===== config.mk =====
export PLATFORM = sky130hd
export DESIGN_NAME = ccu_snoop_arbiter_flat
export DESIGN_NICKNAME = d
export VERILOG_FILES = /design/src/rtl/ccu_snoop_arbiter_pkg.sv /design/src/rtl/ccu_snoop_arbiter_if.sv /design/src/rtl/ccu_snoop_route_fifo.sv /design/src/rtl/ccu_snoop_arbiter.sv /design/src/flat_wrapper.sv
export SDC_FILE = /design/constraint.sdc
export NUM_CORES = 1
export LEC_CHECK = 0
export BUFFER_PORTS_ARGS = -buffer_cell sky130_fd_sc_hd__buf_2
export CAP_MARGIN = 30
export CORE_AREA = 5 5 133 135
export CTS_CLUSTER_DIAMETER = 100
export DETAILED_ROUTE_END_ITERATION = 12
export DIE_AREA = 0 0 138 140
export SLEW_MARGIN = 10
export SYNTH_ARGS = -nofsm -noshare
export SYNTH_HDL_FRONTEND = slang
export SYNTH_SLANG_ARGS = --single-unit

===== constraint.sdc =====
create_clock -name clk_i -period 2.68 [get_ports clk_i]
set_input_delay 0.268 -clock clk_i [delete_from_list [all_inputs] [get_ports clk_i]]
set_output_delay 0.268 -clock clk_i [all_outputs]
set_load 0.02 [all_outputs]

===== src/rtl/ccu_snoop_arbiter_pkg.sv =====
// ---------------------------------------------------------------------------
// ccu_snoop_arbiter_pkg
// Shared types for the CCU snoop arbiter: requester index type, snoop port
// request/response structs (AC/CR/CD channels) and a CR decode helper.
// ---------------------------------------------------------------------------
package ccu_snoop_arbiter_pkg;

  localparam int unsigned NumSnoopSrc = 2;
  localparam int unsigned AddrWidth   = 32;
  localparam int unsigned DataWidth   = 64;

  // Requester index: 0 = read-snoop path, 1 = write-snoop path.
  typedef logic ccu_snoop_src_t;

  typedef logic [4:0] cr_resp_t;

  typedef struct packed {
    logic [AddrWidth-1:0] addr;
    logic [3:0]           snoop;
    logic [2:0]           prot;
  } ac_chan_t;

  typedef struct packed {
    logic [DataWidth-1:0] data;
    logic                 last;
  } cd_chan_t;

  typedef struct packed {
    logic     ac_valid;
    ac_chan_t ac;
    logic     cr_ready;
    logic     cd_ready;
  } snoop_req_t;

  typedef struct packed {
    logic     ac_ready;
    logic     cr_valid;
    cr_resp_t cr_resp;
    logic     cd_valid;
    cd_chan_t cd;
  } snoop_resp_t;

  // CRRESP[0] is DataTransfer: a CD burst follows this response.
  function automatic logic cr_data_transfer(input cr_resp_t resp);
    return resp[0];
  endfunction

endpackage


===== src/rtl/ccu_snoop_arbiter_if.sv =====
// ---------------------------------------------------------------------------
// ccu_snoop_arbiter_if
// Bundles the two controller-side snoop ports and the crossbar-side snoop
// port. The slave modport is the arbiter's view; the master modport is the
// view of the surrounding controllers and crossbar.
//   slv_req  : requests from controllers (index 0 read, 1 write)
//   slv_resp : responses to controllers
//   mst_req  : request towards the snoop crossbar
//   mst_resp : response from the snoop crossbar
// ---------------------------------------------------------------------------
interface ccu_snoop_arbiter_if;
  import ccu_snoop_arbiter_pkg::*;

  snoop_req_t  [NumSnoopSrc-1:0] slv_req;
  snoop_resp_t [NumSnoopSrc-1:0] slv_resp;
  snoop_req_t                    mst_req;
  snoop_resp_t                   mst_resp;

  modport slave  (input  slv_req, mst_resp, output slv_resp, mst_req);
  modport master (output slv_req, mst_resp, input  slv_resp, mst_req);
endinterface


===== src/rtl/ccu_snoop_route_fifo.sv =====
// ---------------------------------------------------------------------------
// ccu_snoop_route_fifo
// Small in-order FIFO of requester indices used to route CR/CD responses.
//   clk_i/rst_i : clock, asynchronous active-high reset (empties the FIFO)
//   push_i      : push data_i (ignored when full)
//   data_i      : requester index to record
//   pop_i       : drop the head entry (ignored when empty)
//   full_o      : no free slot
//   empty_o     : no entry
//   head_o      : oldest recorded index
// ---------------------------------------------------------------------------
module ccu_snoop_route_fifo
  import ccu_snoop_arbiter_pkg::*;
#(
  parameter int unsigned DEPTH = 4
) (
  input  logic           clk_i,
  input  logic           rst_i,
  input  logic           push_i,
  input  ccu_snoop_src_t data_i,
  input  logic           pop_i,
  output logic           full_o,
  output logic           empty_o,
  output ccu_snoop_src_t head_o
);

  localparam int unsigned PtrW = (DEPTH > 1) ? $clog2(DEPTH) : 1;
  localparam int unsigned CntW = $clog2(DEPTH) + 1;

  logic [DEPTH-1:0] mem_q, mem_d;
  logic [PtrW-1:0]  wr_q, wr_d, rd_q, rd_d;
  logic [CntW-1:0]  cnt_q, cnt_d;
  logic             push_s, pop_s;

  function automatic logic [PtrW-1:0] ptr_inc(input logic [PtrW-1:0] ptr);
    return (ptr == PtrW'(DEPTH - 1)) ? {PtrW{1'b0}} : ptr + PtrW'(1);
  endfunction

  assign full_o  = (cnt_q == CntW'(DEPTH));
  assign empty_o = (cnt_q == {CntW{1'b0}});
  assign head_o  = mem_q[rd_q];

  // Next-state for storage, pointers and occupancy.
  always_comb begin
    mem_d  = mem_q;
    wr_d   = wr_q;
    rd_d   = rd_q;
    cnt_d  = cnt_q;
    push_s = push_i && !full_o;
    pop_s  = pop_i && !empty_o;
    if (push_s) begin
      mem_d[wr_q] = data_i;
      wr_d        = ptr_inc(wr_q);
    end else begin
      wr_d = wr_q;
    end
    if (pop_s) begin
      rd_d = ptr_inc(rd_q);
    end else begin
      rd_d = rd_q;
    end
    case ({push_s, pop_s})
      2'b10:   cnt_d = cnt_q + CntW'(1);
      2'b01:   cnt_d = cnt_q - CntW'(1);
      default: cnt_d = cnt_q;
    endcase
  end

  // State registers.
  always_ff @(posedge clk_i or posedge rst_i) begin
    if (rst_i) begin
      mem_q <= {DEPTH{1'b0}};
      wr_q  <= {PtrW{1'b0}};
      rd_q  <= {PtrW{1'b0}};
      cnt_q <= {CntW{1'b0}};
    end else begin
      mem_q <= mem_d;
      wr_q  <= wr_d;
      rd_q  <= rd_d;
      cnt_q <= cnt_d;
    end
  end

endmodule


===== src/rtl/ccu_snoop_arbiter.sv =====
// ---------------------------------------------------------------------------
// ccu_snoop_arbiter
// Shares one snoop port between the CCU read- and write-snoop controllers.
// AC is arbitrated round-robin (combinational pass-through); CR and CD are
// routed back in AC order using two index FIFOs.
//   clk_i, rst_i  : clock, asynchronous active-high reset
//   bus           : slv_req/slv_resp (controllers), mst_req/mst_resp (crossbar)
//   outstanding_o : AC handshakes whose CR has not yet completed
//   proto_err_o   : high in each cycle an orphan CR or CD is presented
// ---------------------------------------------------------------------------
module ccu_snoop_arbiter
  import ccu_snoop_arbiter_pkg::*;
#(
  parameter int unsigned MAX_OUTSTANDING = 4,
  parameter int unsigned MAX_CD_PENDING  = 2
) (
  input  logic                               clk_i,
  input  logic                               rst_i,
  ccu_snoop_arbiter_if.slave                 bus,
  output logic [$clog2(MAX_OUTSTANDING):0]   outstanding_o,
  output logic                               proto_err_o
);

  localparam int unsigned OutW = $clog2(MAX_OUTSTANDING) + 1;

  ccu_snoop_src_t rr_q, rr_d, lock_idx_q, lock_idx_d, grant_s;
  logic           lock_q, lock_d;
  logic [OutW-1:0] out_q, out_d;

  logic cr_full_s, cr_empty_s, cd_full_s, cd_empty_s;
  ccu_snoop_src_t cr_head_s, cd_head_s;
  logic ac_valid_s, ac_hs_s, cr_hs_s, cd_hs_s, cr_dt_s;

  snoop_req_t                    mst_req_s;
  snoop_resp_t [NumSnoopSrc-1:0] slv_resp_s;

  // Grant select: a stalled AC keeps its grantee, otherwise prefer rr_q.
  always_comb begin
    grant_s = rr_q;
    if (lock_q) begin
      grant_s = lock_idx_q;
    end else if (bus.slv_req[rr_q].ac_valid) begin
      grant_s = rr_q;
    end else if (bus.slv_req[~rr_q].ac_valid) begin
      grant_s = ~rr_q;
    end else begin
      grant_s = rr_q;
    end
  end

  assign cr_dt_s    = cr_data_transfer(bus.mst_resp.cr_resp);
  // Full order FIFO blocks AC entirely; a same-cycle CR pop does not help.
  assign ac_valid_s = bus.slv_req[grant_s].ac_valid && !cr_full_s;
  assign ac_hs_s    = ac_valid_s && bus.mst_resp.ac_ready;
  assign cr_hs_s    = bus.mst_resp.cr_valid && mst_req_s.cr_ready;
  assign cd_hs_s    = bus.mst_resp.cd_valid && mst_req_s.cd_ready;

  // Crossbar-side request and per-requester response routing.
  always_comb begin
    mst_req_s          = '0;
    slv_resp_s         = '0;
    mst_req_s.ac_valid = ac_valid_s;
    mst_req_s.ac       = bus.slv_req[grant_s].ac;
    mst_req_s.cr_ready = bus.slv_req[cr_head_s].cr_ready && !cr_empty_s &&
                         (!cr_dt_s || !cd_full_s);
    mst_req_s.cd_ready = bus.slv_req[cd_head_s].cd_ready && !cd_empty_s;
    for (int unsigned i = 0; i < NumSnoopSrc; i++) begin
      slv_resp_s[i].ac_ready = (grant_s == ccu_snoop_src_t'(i)) && !cr_full_s &&
                               bus.mst_resp.ac_ready;
      slv_resp_s[i].cr_valid = bus.mst_resp.cr_valid && !cr_empty_s &&
                               (cr_head_s == ccu_snoop_src_t'(i));
      slv_resp_s[i].cr_resp  = bus.mst_resp.cr_resp;
      slv_resp_s[i].cd_valid = bus.mst_resp.cd_valid && !cd_empty_s &&
                               (cd_head_s == ccu_snoop_src_t'(i));
      slv_resp_s[i].cd       = bus.mst_resp.cd;
    end
  end

  assign bus.mst_req  = mst_req_s;
  assign bus.slv_resp = slv_resp_s;
  assign proto_err_o  = (bus.mst_resp.cr_valid && cr_empty_s) ||
                        (bus.mst_resp.cd_valid && cd_empty_s);
  assign outstanding_o = out_q;

  // Next-state for round-robin pointer, grant lock and outstanding count.
  always_comb begin
    rr_d       = rr_q;
    lock_d     = ac_valid_s && !bus.mst_resp.ac_ready;
    lock_idx_d = grant_s;
    out_d      = out_q;
    if (ac_hs_s) begin
      rr_d = ~grant_s;
    end else begin
      rr_d = rr_q;
    end
    case ({ac_hs_s, cr_hs_s})
      2'b10:   out_d = out_q + OutW'(1);
      2'b01:   out_d = out_q - OutW'(1);
      default: out_d = out_q;
    endcase
  end

  // Arbitration state registers.
  always_ff @(posedge clk_i or posedge rst_i) begin
    if (rst_i) begin
      rr_q       <= 1'b0;
      lock_q     <= 1'b0;
      lock_idx_q <= 1'b0;
      out_q      <= {OutW{1'b0}};
    end else begin
      rr_q       <= rr_d;
      lock_q     <= lock_d;
      lock_idx_q <= lock_idx_d;
      out_q      <= out_d;
    end
  end

  ccu_snoop_route_fifo #(.DEPTH(MAX_OUTSTANDING)) i_cr_order (
    .clk_i   (clk_i),
    .rst_i   (rst_i),
    .push_i  (ac_hs_s),
    .data_i  (grant_s),
    .pop_i   (cr_hs_s),
    .full_o  (cr_full_s),
    .empty_o (cr_empty_s),
    .head_o  (cr_head_s)
  );

  ccu_snoop_route_fifo #(.DEPTH(MAX_CD_PENDING)) i_cd_order (
    .clk_i   (clk_i),
    .rst_i   (rst_i),
    .push_i  (cr_hs_s && cr_dt_s),
    .data_i  (cr_head_s),
    .pop_i   (cd_hs_s && bus.mst_resp.cd.last),
    .full_o  (cd_full_s),
    .empty_o (cd_empty_s),
    .head_o  (cd_head_s)
  );

endmodule

===== src/flat_wrapper.sv =====
// flat-port wrapper written by rule: the top's interface ports become plain ports
module ccu_snoop_arbiter_flat import ccu_snoop_arbiter_pkg::*;
#(
  parameter int unsigned MAX_OUTSTANDING = 4,
  parameter int unsigned MAX_CD_PENDING  = 2
)
  (clk_i, rst_i, outstanding_o, proto_err_o, bus_slv_req, bus_mst_resp, bus_slv_resp, bus_mst_req);
  ccu_snoop_arbiter_if bus_i ();
  input  logic clk_i;
  input  logic rst_i;
  output logic [$clog2(MAX_OUTSTANDING):0] outstanding_o;
  output logic proto_err_o;
  input wire logic [$bits(bus_i.slv_req)-1:0] bus_slv_req;
  input wire logic [$bits(bus_i.mst_resp)-1:0] bus_mst_resp;
  output wire logic [$bits(bus_i.slv_resp)-1:0] bus_slv_resp;
  output wire logic [$bits(bus_i.mst_req)-1:0] bus_mst_req;
  assign bus_i.slv_req = bus_slv_req;
  assign bus_i.mst_resp = bus_mst_resp;
  assign bus_slv_resp = bus_i.slv_resp;
  assign bus_mst_req = bus_i.mst_req;
  ccu_snoop_arbiter #(.MAX_OUTSTANDING(MAX_OUTSTANDING), .MAX_CD_PENDING(MAX_CD_PENDING)) u_core (.clk_i(clk_i), .rst_i(rst_i), .bus(bus_i), .outstanding_o(outstanding_o), .proto_err_o(proto_err_o));
endmodule

==> results.tsv <==
metric	value	unit
status	finished clean	
I/O pin cnt	351	
Placer Congestion	0.810	
initial antenna violation count	0	
GRT Total Usage	7.06	%
Psw	1.33	mW
Cell variety after synth	30	
IO Port Bufs	146	
max cap viols	0	
Top delay family on crit path	multiplexers	
Worst path max stage delay	590	ps
share of cells above drive strength 1	64.9	%
Syn Inst Count	306	
starting density of the core	17.4	%
Comb pwr share	65.9	%
commonest non-fill, non-tap cells in the layout	146 x buf_2, 41 x mux2_2, 23 x dfrtp_1	
Worst setup EP type	flop	
Die H	140	µm
HPWL after DPL	6420	µm
syn_area_per_cell	9.27	µm²
internal power	1.62	mW
relative slew slack	68.0	%
clock tree root buffer cell	clkbuf_16	
Buffers & Inverters on Critical Path	1	
register-to-register setup slack	110	ps
CP startpoint kind	flop	
Inserted Clock Buffers	3	
Clock Pin Slew Worst Setup and Hold Paths	60	ps
Max Clock Freq	389	MHz
clock share of power	11.1	%
Antenna Cells	0	
Worst Setup Path Type	reg -> reg	
Hold Crit Class	in -> reg	
sequential area share after synthesis	20.3	%
drt first pass iters	5	
critical path endpoint	u_core.i_cr_order.cnt_q[2]	
# setup viols final	0	
Seq cells post-synth	23	
full die area	19300	µm²
Vias	1927	
Cell Area, Synth	2840	µm²
Pleak	1.44	nW
FF-to-FF End	u_core.i_cr_order.cnt_q[2]	
CP max stage cell	mux4_2	
Slew Limit Fails	0	
Fillers	1836	
GR Overflow Total	0	
period utilization	96.0	%
final setup TNS	0	ps
vias in the first global route	1895	
Worst-Margin Slew	479	ps
routed vias/inst	3.58	
clk_skew	4.45	ps
crit path from	u_core.i_cr_order.rd_q[0]	
Reg power frac	23.0	%
die span in x	138	µm
P&R area growth vs syn	3.62	%
VDD IR max	0.000300	V
CP arrival	2760	ps
CTS Buffer Depth	2	
CP Data Required Time	2860	ps
Routed WL	7540	µm
most common cell after layout, fill and taps aside	buf_2	
CTS tree	done	
Antenna Violating Nets Remaining	0	
number of core rows	47	
largest net degree at the start of global routing	37	
most used cell, CP	xor2_1	
Worst R2R Path Depth	9	
Routed WL per cell	14.0	µm
Sw Share	45.2	%
Final Critical Period	2570	ps
global-route wire length before repair	11100	µm
violation count after the first detailed-route iteration	90	
Core ar.	16300	µm²
PwrDens	1000	nW/µm²
worst hold slack	363	ps
Final Hold Fails	0	
Clock Sinks	23	
net count after synthesis	475	
NumNets Final	489	
CP cell instances	mux4_2 > mux2i_4 > nor3_2 > ha_2 > inv_1 > fa_2 > xor2_1 > nor2_1 > xor2_1	
WP depth	9	
crit-path max FO	5	
worst-skew pair later-pin latency	260	ps
H-tree level count	1	
yosys synthesis warning count	0	
reg-to-reg critical path startpoint	u_core.i_cr_order.rd_q[0]	
Remaining DRCs	0	
flip-flops by register name, summed over array words and instances (netlist names):
name and count:
u_core.lock_idx_q 1, u_core.rr_q 1, u_core.outstanding_o 3, u_core.i_cd_order.mem_q 2, u_core.i_cr_order.rd_q 2, u_core.i_cd_order.wr_q 1, u_core.i_cd_order.rd_q 1, u_core.i_cd_order.cnt_q 2
u_core.i_cr_order.mem_q 4, u_core.lock_q 1, u_core.i_cr_order.cnt_q 3, u_core.i_cr_order.wr_q 2
Yosys cell counts:
cell         n  share of area, %
a31oi_1      4              0.88
and2_1       1              0.22
mux2i_4      2               1.6
nor2_1      13               1.7
or3_1        1              0.22
mux4_2       1              0.79
a21oi_1      5              0.88
mux2_2      41                16
a2111oi_2    1              0.53
buf_4      144                38
ha_1         8               3.5
o21ai_0      5              0.88
nor3_2       1              0.35
nor3b_1      2              0.53
mux2_1       4               1.6
and3_2       1              0.26
mux2i_1      4               1.4
xnor2_1      5               1.5
maj3_1       1              0.35
fa_1         2               1.4
nand2_1      4              0.53
buf_2        2              0.35
nand4_1      1              0.22
dfrtp_1     23                20
nand2b_1     1              0.22
xor2_1       6               1.9
nand3_1      2              0.35
and3_1       1              0.22
nor3_1       5              0.88
inv_1       15               2.0
layer usage:
metal	up-vias	GRT usage [%]	part of all wire [%]
met4	0	2.70	3.3
met2	130	11.5	48
met1	868	8.06	38
met5	-	0	0
met3	37	3.34	11
li1	892	-	-
cells by family after synthesis:
| kind of cell | count (synthesis) | share of synthesized area [%] |
|---|---|---|
| mux | 52 | 21.7 |
| flops | 23 | 20.3 |
| compound gates | 15 | 3.18 |
| xor+xnor | 11 | 3.40 |
| buf+inv | 161 | 40.4 |
| simple gates | 33 | 5.73 |
| fa+ha+maj | 11 | 5.29 |
power by group through the flow:
stage	logic (mW)	clock network, mW	registers (mW)
5_1_grt	2.11	0.357	0.703
4_1_cts	1.91	0.340	0.684
3_3_place_gp	1.89	0	0.684
2_1_floorplan	1.65	0	0.684
3_5_place_dp	1.90	0	0.689
6_report	1.94	0.327	0.678
worst min-delay path by stage:
stage	from	endpoint	depth (start not counted)
after global placement	u_core.outstanding_o[2]	u_core.outstanding_o[2]	1
after detailed placement	u_core.outstanding_o[2]	u_core.outstanding_o[2]	1
after global routing	bus_mst_resp[72]	u_core.lock_q	3
final	bus_mst_resp[72]	u_core.lock_q	3
after floorplan	rst_i	u_core.i_cd_order.cnt_q[0]	1
after CTS	rst_i	u_core.i_cd_order.mem_q[1]	2
per-stage QoR:
| stage | instances | area, µm² | utilization [%] | setup slack [ps] | power [mW] |
|---|---|---|---|---|---|
| after floorplan | 306 | 2840 | - | 115 | 2.33 |
| after global placement | 530 | 2790 | 17.1 | 86.3 | 2.57 |
| after detailed placement | 530 | 2790 | 17.1 | 53.3 | 2.58 |
| after CTS | 534 | 2870 | 17.6 | 38.0 | 2.93 |
| after global routing | 539 | 2940 | 18.0 | -14.3 | 3.17 |
| final | 539 | 2940 | 18.0 | 107 | 2.95 |
what timing repair did:
action / in CTS / in global routing
hold buffers: 0 / 1
buffers inserted: 0 / 3
resized for setup: 0 / 2
setup endpoints to repair: 0 / 1
hold endpoints to repair: 0 / 2
layout make-up:
class                           instances  area (µm²)  share of cell area [%]
Clock buffer                            3        75.1                    2.55
Timing Repair Buffer                  155         833                    28.4
Clock inverter                          1        5.00                   0.170
Inverter                               15        56.3                    1.92
Multi-Input combinational cell        122        1120                    38.1
Tap cell                              220         275                    9.37
Sequential cell                        23         576                    19.6
tightest hold or removal path: stages:
cell,delay [ps]
buf_2,90
inv_1,80
and3_1,150
Power figures use the tool's default switching activity.
